<file path="src/rtl/pwm_measure.sv">
// pwm_measure: measures high time and period of an asynchronous PWM input in
// clk cycles. It reports one measurement per complete rising-to-rising period
// and flags loss of signal when no edge is seen for TIMEOUT_CYCLES cycles.
module pwm_measure #(
  parameter int unsigned TIMEOUT_CYCLES = 32'd2_500_000,
  parameter int unsigned SYNC_STAGES    = 32'd2
) (
  input  logic        clk,
  input  logic        rst_a_n,
  input  logic        pwm_in,
  output logic [31:0] high_cnt,
  output logic [31:0] period_cnt,
  output logic        meas_valid,
  output logic        signal_lost,
  output logic        stuck_level
);

  typedef enum logic [1:0] {
    ARM       = 2'd0,
    WAIT_RISE = 2'd1,
    HIGH      = 2'd2,
    LOW       = 2'd3
  } state_t;

  // Idle count at which the next edgeless cycle completes the timeout window.
  localparam logic [31:0] IDLE_LAST = TIMEOUT_CYCLES - 32'd1;

  logic [SYNC_STAGES-1:0] sync_r;
  logic [SYNC_STAGES:0]   prime_r;
  logic                   s_in_s;
  logic                   s_d_r;
  logic                   primed_s;
  logic                   rise_s;
  logic                   fall_s;
  logic                   edge_s;
  logic                   timeout_s;

  state_t      state_r, state_nxt;
  logic [31:0] hacc_r, hacc_nxt;
  logic [31:0] pacc_r, pacc_nxt;
  logic [31:0] idle_r, idle_nxt;
  logic [31:0] high_cnt_r, high_nxt;
  logic [31:0] period_cnt_r, period_nxt;
  logic        meas_valid_r, meas_nxt;
  logic        signal_lost_r, lost_nxt;
  logic        stuck_level_r, stuck_nxt;

  assign s_in_s    = sync_r[SYNC_STAGES-1];
  assign primed_s  = prime_r[SYNC_STAGES];
  assign rise_s    = s_in_s & ~s_d_r;
  assign fall_s    = ~s_in_s & s_d_r;
  assign edge_s    = rise_s | fall_s;
  // An edge in the same cycle always wins over the timeout.
  assign timeout_s = (state_r != ARM) && !edge_s && (idle_r == IDLE_LAST);

  // Synchronize pwm_in and keep a one-cycle delayed copy for edge detection.
  always_ff @(posedge clk or negedge rst_a_n) begin
    if (!rst_a_n) begin
      sync_r <= '0;
      s_d_r  <= 1'b0;
    end else begin
      sync_r <= {sync_r[SYNC_STAGES-2:0], pwm_in};
      s_d_r  <= s_in_s;
    end
  end

  // Mark the synchronizer as primed once it holds real samples; before that
  // its reset zeros must not be mistaken for a low input level.
  always_ff @(posedge clk or negedge rst_a_n) begin
    if (!rst_a_n) begin
      prime_r <= '0;
    end else begin
      prime_r <= {prime_r[SYNC_STAGES-1:0], 1'b1};
    end
  end

  // FSM state register.
  always_ff @(posedge clk or negedge rst_a_n) begin
    if (!rst_a_n) begin
      state_r <= ARM;
    end else begin
      state_r <= state_nxt;
    end
  end

  // Next-state, accumulator, timer and output update logic.
  always_comb begin
    state_nxt  = state_r;
    hacc_nxt   = hacc_r;
    pacc_nxt   = pacc_r;
    high_nxt   = high_cnt_r;
    period_nxt = period_cnt_r;
    meas_nxt   = 1'b0;
    lost_nxt   = signal_lost_r;
    stuck_nxt  = stuck_level_r;

    if ((state_r == ARM) || edge_s) begin
      idle_nxt = 32'd0;
    end else begin
      idle_nxt = idle_r + 32'd1;
    end

    if (timeout_s) begin
      state_nxt = ARM;
      lost_nxt  = 1'b1;
      stuck_nxt = s_in_s;
      idle_nxt  = 32'd0;
      hacc_nxt  = 32'd0;
      pacc_nxt  = 32'd0;
    end else begin
      case (state_r)
        ARM: begin
          hacc_nxt = 32'd0;
          pacc_nxt = 32'd0;
          if (primed_s && !s_in_s) begin
            state_nxt = WAIT_RISE;
          end else begin
            state_nxt = ARM;
          end
        end
        WAIT_RISE: begin
          if (rise_s) begin
            state_nxt = HIGH;
            hacc_nxt  = 32'd1;
            pacc_nxt  = 32'd1;
          end else begin
            state_nxt = WAIT_RISE;
          end
        end
        HIGH: begin
          if (fall_s) begin
            state_nxt = LOW;
            pacc_nxt  = pacc_r + 32'd1;
          end else begin
            hacc_nxt  = hacc_r + 32'd1;
            pacc_nxt  = pacc_r + 32'd1;
          end
        end
        LOW: begin
          if (rise_s) begin
            // Period complete: publish it and start the next one.
            state_nxt  = HIGH;
            high_nxt   = hacc_r;
            period_nxt = pacc_r;
            meas_nxt   = 1'b1;
            lost_nxt   = 1'b0;
            hacc_nxt   = 32'd1;
            pacc_nxt   = 32'd1;
          end else begin
            pacc_nxt   = pacc_r + 32'd1;
          end
        end
        default: begin
          state_nxt = ARM;
          hacc_nxt  = 32'd0;
          pacc_nxt  = 32'd0;
        end
      endcase
    end
  end

  // Datapath and output registers.
  always_ff @(posedge clk or negedge rst_a_n) begin
    if (!rst_a_n) begin
      hacc_r        <= 32'd0;
      pacc_r        <= 32'd0;
      idle_r        <= 32'd0;
      high_cnt_r    <= 32'd0;
      period_cnt_r  <= 32'd0;
      meas_valid_r  <= 1'b0;
      signal_lost_r <= 1'b0;
      stuck_level_r <= 1'b0;
    end else begin
      hacc_r        <= hacc_nxt;
      pacc_r        <= pacc_nxt;
      idle_r        <= idle_nxt;
      high_cnt_r    <= high_nxt;
      period_cnt_r  <= period_nxt;
      meas_valid_r  <= meas_nxt;
      signal_lost_r <= lost_nxt;
      stuck_level_r <= stuck_nxt;
    end
  end

  assign high_cnt    = high_cnt_r;
  assign period_cnt  = period_cnt_r;
  assign meas_valid  = meas_valid_r;
  assign signal_lost = signal_lost_r;
  assign stuck_level = stuck_level_r;

endmodule

</file>
<file path="config.mk">
export PLATFORM = sky130hd
export DESIGN_NAME = pwm_measure
export DESIGN_NICKNAME = d
export VERILOG_FILES = /design/src/rtl/pwm_measure.sv
export SDC_FILE = /design/constraint.sdc
export NUM_CORES = 1
export LEC_CHECK = 0
export ABC_AREA = 1
export BUFFER_PORTS_ARGS = -buffer_cell sky130_fd_sc_hd__buf_2
export CORE_UTILIZATION = 29
export CTS_BUF_LIST = sky130_fd_sc_hd__clkbuf_4 sky130_fd_sc_hd__clkbuf_8 sky130_fd_sc_hd__clkbuf_16
export DETAILED_ROUTE_END_ITERATION = 8
export HOLD_SLACK_MARGIN = 0.15
export PLACE_DENSITY = 0.48
export SKIP_CTS_REPAIR_TIMING = 1
export SLEW_MARGIN = 10
export SYNTH_ARGS = -nofsm -noshare
export SYNTH_HDL_FRONTEND = slang
export SYNTH_SLANG_ARGS = --single-unit
</file>
<file path="constraint.sdc">
create_clock -name clk -period 2.2 [get_ports clk]
set_clock_uncertainty 0.1 [all_clocks]
set_input_delay 0.44 -clock clk [delete_from_list [all_inputs] [get_ports clk]]
set_output_delay 0.44 -clock clk [all_outputs]
set_load 0.02 [all_outputs]
</file>
---- Word-level counts from Yosys, hierarchy flattened ----
Index checks and enable logic that the tools add are counted.
operators by class
  $add $sub $neg .......................... 3
  mux-type cells .......................... 21
  reduce and logical (&&, ||, !) cells .... 15
  bitwise operators ....................... 6
  equality and inequality tests ........... 9
operator list
  operator                                         number
  2-to-1 mux 32 bit                                7
  case mux 32 bit (4 select lines)                 1
  adder 32 x 1 -> 32 bit, second input constant    3
  case mux 32 bit (3 select lines)                 1
  == test 32 x 22 -> 1 bit, second input constant  1
  != test 3 bit, second input constant             4
  2-to-1 mux 2 bit                                 4
  case mux 2 bit (4 select lines)                  1
  2-to-1 mux 1 bit                                 7
  AND reduction 2 bit                              3
  nonzero test 2 bit                               3
  == test 2 bit, second input constant             2
  logical AND 1 bit                                3
  != test 3 x 1 -> 1 bit, second input constant    1
  NOT 1 bit                                        3
  AND reduction 3 bit                              1
  bitwise AND 1 bit                                2
  == test 2 x 1 -> 1 bit, second input constant    1
  logical NOT 1 bit                                2
  logical NOT 2 bit                                1
  OR reduction 2 bit                               1
  logical OR 1 bit                                 1
  OR 1 bit                                         1
word-level totals
  bits of input ports ..................... 3
  output and inout port bits .............. 67
  logic and storage cells ................. 66
  register bits ........................... 171

---- Longest topological paths before layout ----
  depth after elaboration ................. 8
  gate-level depth with buffers ........... 12
  mapped depth without buffers ............ 11

---- Worst setup path after synthesis ----
Ideal clock, no wire load.
  path type ............................... register to register
  start point ............................. reg pacc_r[0]
  end point ............................... reg pacc_r[24]
  library setup time ...................... 117 ps
  required time ........................... 1983 ps
  path buffers ............................ 1
  arrival time ............................ 1509 ps
  setup slack ............................. 474 ps
  stages on the path, launching flop included .. 13
  period minus slack after synthesis ...... 1726 ps
  path through ............................ dfrtp_1 -> ha_1 -> nand2_2 -> nor2_4 -> nand2_2 -> nor2_4 -> and2_1 -> buf_4 -> nand2_1 -> nand2_1 -> nand2_1 -> nand2_1 -> nand2_1
between the ends
  cells in the longest elaborated chain, start to end .. 4
RTL lines
  what                                line           source
  start: declaration                  40             logic [31:0] pacc_r, pacc_nxt;
  start signal: assignment            175            pacc_r <= pacc_nxt;
  adder 32 x 1 -> 32 bit *            133, 136, 150
  2-to-1 mux 32 bit                   140            if (rise_s) begin
  case mux 32 bit (4 select lines) *  111            case (state_r)
  2-to-1 mux 32 bit *                 103            if (timeout_s) begin
Mark *: on every way between the ends. The rest lies on a longest branch, timed or not.
A chain may end at the register's enable or synchronous reset.

---- Final worst setup path ----
  start point ............................. reg sync_r[1]
  end point ............................... reg idle_r[18]
between the ends
  cells in the longest elaborated chain, start to end .. 7
  elaborated cells on any way between the ends .. 10
  classes of those cells .................. 2 x mux; 4 x bitwise; 4 x reduce/logical
RTL lines
  what                            line  source
  start: declaration              28    logic [SYNC_STAGES-1:0] sync_r;
  start signal: assignment        62    sync_r <= {sync_r[SYNC_STAGES-2:0], pwm_in};
  NOT 1 bit                       51    assign fall_s = ~s_in_s & s_d_r;
  bitwise AND 1 bit               51
  OR 1 bit *                      52    assign edge_s = rise_s | fall_s;
  logical NOT 1 bit               54    assign timeout_s = (state_r != ARM) && !edge_s && (idle_r == IDLE_LAST);
  logical AND 1 bit (2 in a row)  54
  2-to-1 mux 32 bit *             103
  named net idle_nxt[18]          41    logic [31:0] idle_r, idle_nxt;
  end signal: assignment          176   idle_r <= idle_nxt;
  end: declaration                41
Mark *: on every way through the listed nets, which the timed path passes. The rest lies on a longest branch.

==> flow_summary.ini <==
[floorplanning]
core_um2 = 31700
io_pins = 70
dieArea_um2 = 33200
die_w_um = 182
die_height_um = 182
rows = 65
start_util_pct = 29.7

[placement]
globalplace.congestion = 0.871
postPlaceCellArea_um2 = 10400
numPortBuffers = 69
place_hpwl_mm = 18.0

[grt]
grt_pass1_vias = 7987
grt_usage_pct = 15.9
grt_pass1_wl_mm = 41.9
overflow = 0
grt_max_degree = 50
antenna_found_initial = 0

[clocking]
ctsRootBufferMaster = clkbuf_16
tritoncts = done
cts-buffers-inserted = 17
clkLatencyLatePin_ps = 450
clkTransAtPathRegs_ps = 70
clock_sink_count = 171
htreeDepth = 4
cts.path.max_buffers = 2

[yosys]
async_flop_share_pct = 100
syn_nets = 1311
ys_seq_area_share_pct = 45.4
yosys.area_share.adder_pct = 0.797
yosysTopAreaCell = dfrtp_1
synth_edf_count = 0
ys.flop_type = dfrtp_1
synth_compound_area_share_pct = 4.46
synth-simple-area-share_pct = 36.6
synth_area_leaders = dfrtp_1 45%, nand2_1 19%, nor2_1 7.1%
synth_top_area_share_pct = 45.4
synth_most_common_cell = nand2_1
synthCells = 1302
synthDistinctLibCells = 36
syn_avg_cell_area_um2 = 7.23
yosys_warnings = 0
synth_seq_cells = 171
synthXorXnorAreaFrac_pct = 3.80
synth_common_cells = 485 x nand2_1, 179 x nor2_1, 171 x dfrtp_1
synth_top_family_by_area = simple AND/OR/NAND/NOR gates
syn_area_um2 = 9420
synth_mux_area_share_pct = 1.08

[flow_run]
maxCapViolCount = 0

[critical_path]
worstPathArrival_ps = 2190
ff2ff_setup_slack_ps = 250
critPathLaunchType = flop
endpoint_kind = flop
crit_fanout = 8
worstPathRequired_ps = 2430
worst-setup-path-type = flop to flop

[power]
peakVddDrop_mv = 0.658
internal-power_mw = 5.42
p_leak_nw = 5.26
powerDensity_nw_per_um2 = 731
p_sw_share_pct = 32.5
clkPwrFrac_pct = 38.1
p_comb_share_pct = 19.0
p_switching_mw = 2.61
seqPwrFrac_pct = 42.9

[final_layout]
num_antenna_cells = 0
areaGrowthSynthToFinish_pct = 16.6
nets = 1393
multi_input_area_um2 = 4430
layout-drive-gt1-share_pct = 12.7
seq_area_um2 = 4280
postLayoutCellArea_um2 = 11000
fillCellCount = 3458

[timing]
finalSetupViolCount = 0
max_freq_mhz = 512
slew_headroom_pct = 65.7
rsz0062_at_grt = no
setup_tns_ps = 0
hold_viol_final = 0
finalMaxSlewViolations = 0
tightest_slew_ps = 510
period_share_pct = 88.7
period_minus_slack_ps = 1950

[status]
status = finished, final reports clean

[drt]
post_drt_wl_per_cell_um = 14.0
drt_iter0_markers = 492
drc = 0
vias_per_cell = 4.58
via_count = 8235
antenna_left = 0
dr.pass1.iters = 5
wl_mm = 25.1

[hold_path]
hp-class = flop to flop
==> power groups by stage <==
stage / combinational, mW / clock (mW) / sequential (mW)
finish: 1.52 / 3.06 / 3.44
floorplan: 0.899 / 0 / 3.57
global route: 1.72 / 3.29 / 3.47
detailed placement: 1.54 / 0 / 3.51
CTS: 1.54 / 3.16 / 3.45
global placement: 1.54 / 0 / 3.51
==> kinds of logic after synthesis <==
| logic type | Yosys count |
|---|---|
| XOR/XNOR | 40 |
| buffers and inverters | 173 |
| AO/OA/AOI/OAI | 78 |
| flip-flops | 171 |
| multiplexers | 9 |
| adder cells (fa/ha/maj) | 6 |
| other | 1 |
| AND/OR/NAND/NOR | 824 |
==> per-stage QoR <==
step | total power [mW] | util (%) | std cells | setup WS, ps | hold slack (ps)
after global placement | 5.05 | 32.7 | 1764 | 144 | 236
after floorplan | 4.47 | - | 1302 | 474 | 44.4
after detailed placement | 5.05 | 32.7 | 1764 | 77.3 | 240
after global routing | 8.48 | 34.6 | 1799 | 32.1 | 267
after CTS | 8.15 | 34.5 | 1796 | 70.8 | -155
final | 8.03 | 34.6 | 1799 | 248 | 253
==> final cells by class <==
cell class,instances,area share (%)
inverter,136,4.65
sequential,171,39.0
multi-input combinational,959,40.3
timing repair buffer,99,6.21
clock buffer,18,3.94
clock inverter,14,1.34
tap,402,4.58
==> final timing paths <==
path,from,end,cells past startpoint
max in group asynchronous,rst_a_n,idle_r[24],3
worst min-delay path,prime_r[0],prime_r[1],0
worst max register to register,sync_r[1],idle_r[18],9
worst max-delay path,sync_r[1],idle_r[18],9
min in group asynchronous,rst_a_n,period_cnt[12],2
worst min register to register,prime_r[0],prime_r[1],0
==> placed cells by master, fill, tap and decap left out, types with 3 or more instances in the layout <==
master and n:
inv_2 5, a21oi_1 5, buf_4 20, nor2_1 179, nand3_1 66, buf_12 8
o21ai_1 3, clkbuf_16 17, nor3_1 27, inv_1 129, dfrtp_1 171, mux2_2 9
nor2_2 6, nor3_2 4, buf_2 68, xor2_1 38, nor2_4 9, nand2_1 484
inv_6 5, nand2_2 7, ha_1 6, nand4_1 31, a211oi_1 4, nor3b_1 4
inv_8 4, o21ai_0 62
==> flip-flops by register name, summed over array words and instances, names as in the netlist <==
| name | cells |
|---|---|
| state_r | 2 |
| hacc_r | 32 |
| signal_lost | 1 |
| meas_valid | 1 |
| period_cnt | 32 |
| pacc_r | 32 |
| sync_r | 2 |
| high_cnt | 32 |
| s_d_r | 1 |
| prime_r | 3 |
| stuck_level | 1 |
| idle_r | 32 |
==> routing by layer <==
metal  global-route usage (%)  vias up  share of wire [%]  wire [um]
li1                         -     4210                  -          -
met3                     2.63       23                2.8        710
met2                     24.6      119                 44      11100
met5                        0        -                  0          0
met1                     22.8     3883                 52      13000
met4                     4.34        0                1.2        306
==> worst max-delay path, stage by stage (launching register included) <==
cell     delay (ps)
dfrtp_1         400
inv_1            90
ha_1            330
nand2_2         100
nor3_2          100
nand2_1         100
nor2_4          280
nor2_2          160
inv_2           110
nor2_1           50
(Power assumes the default switching activity.)
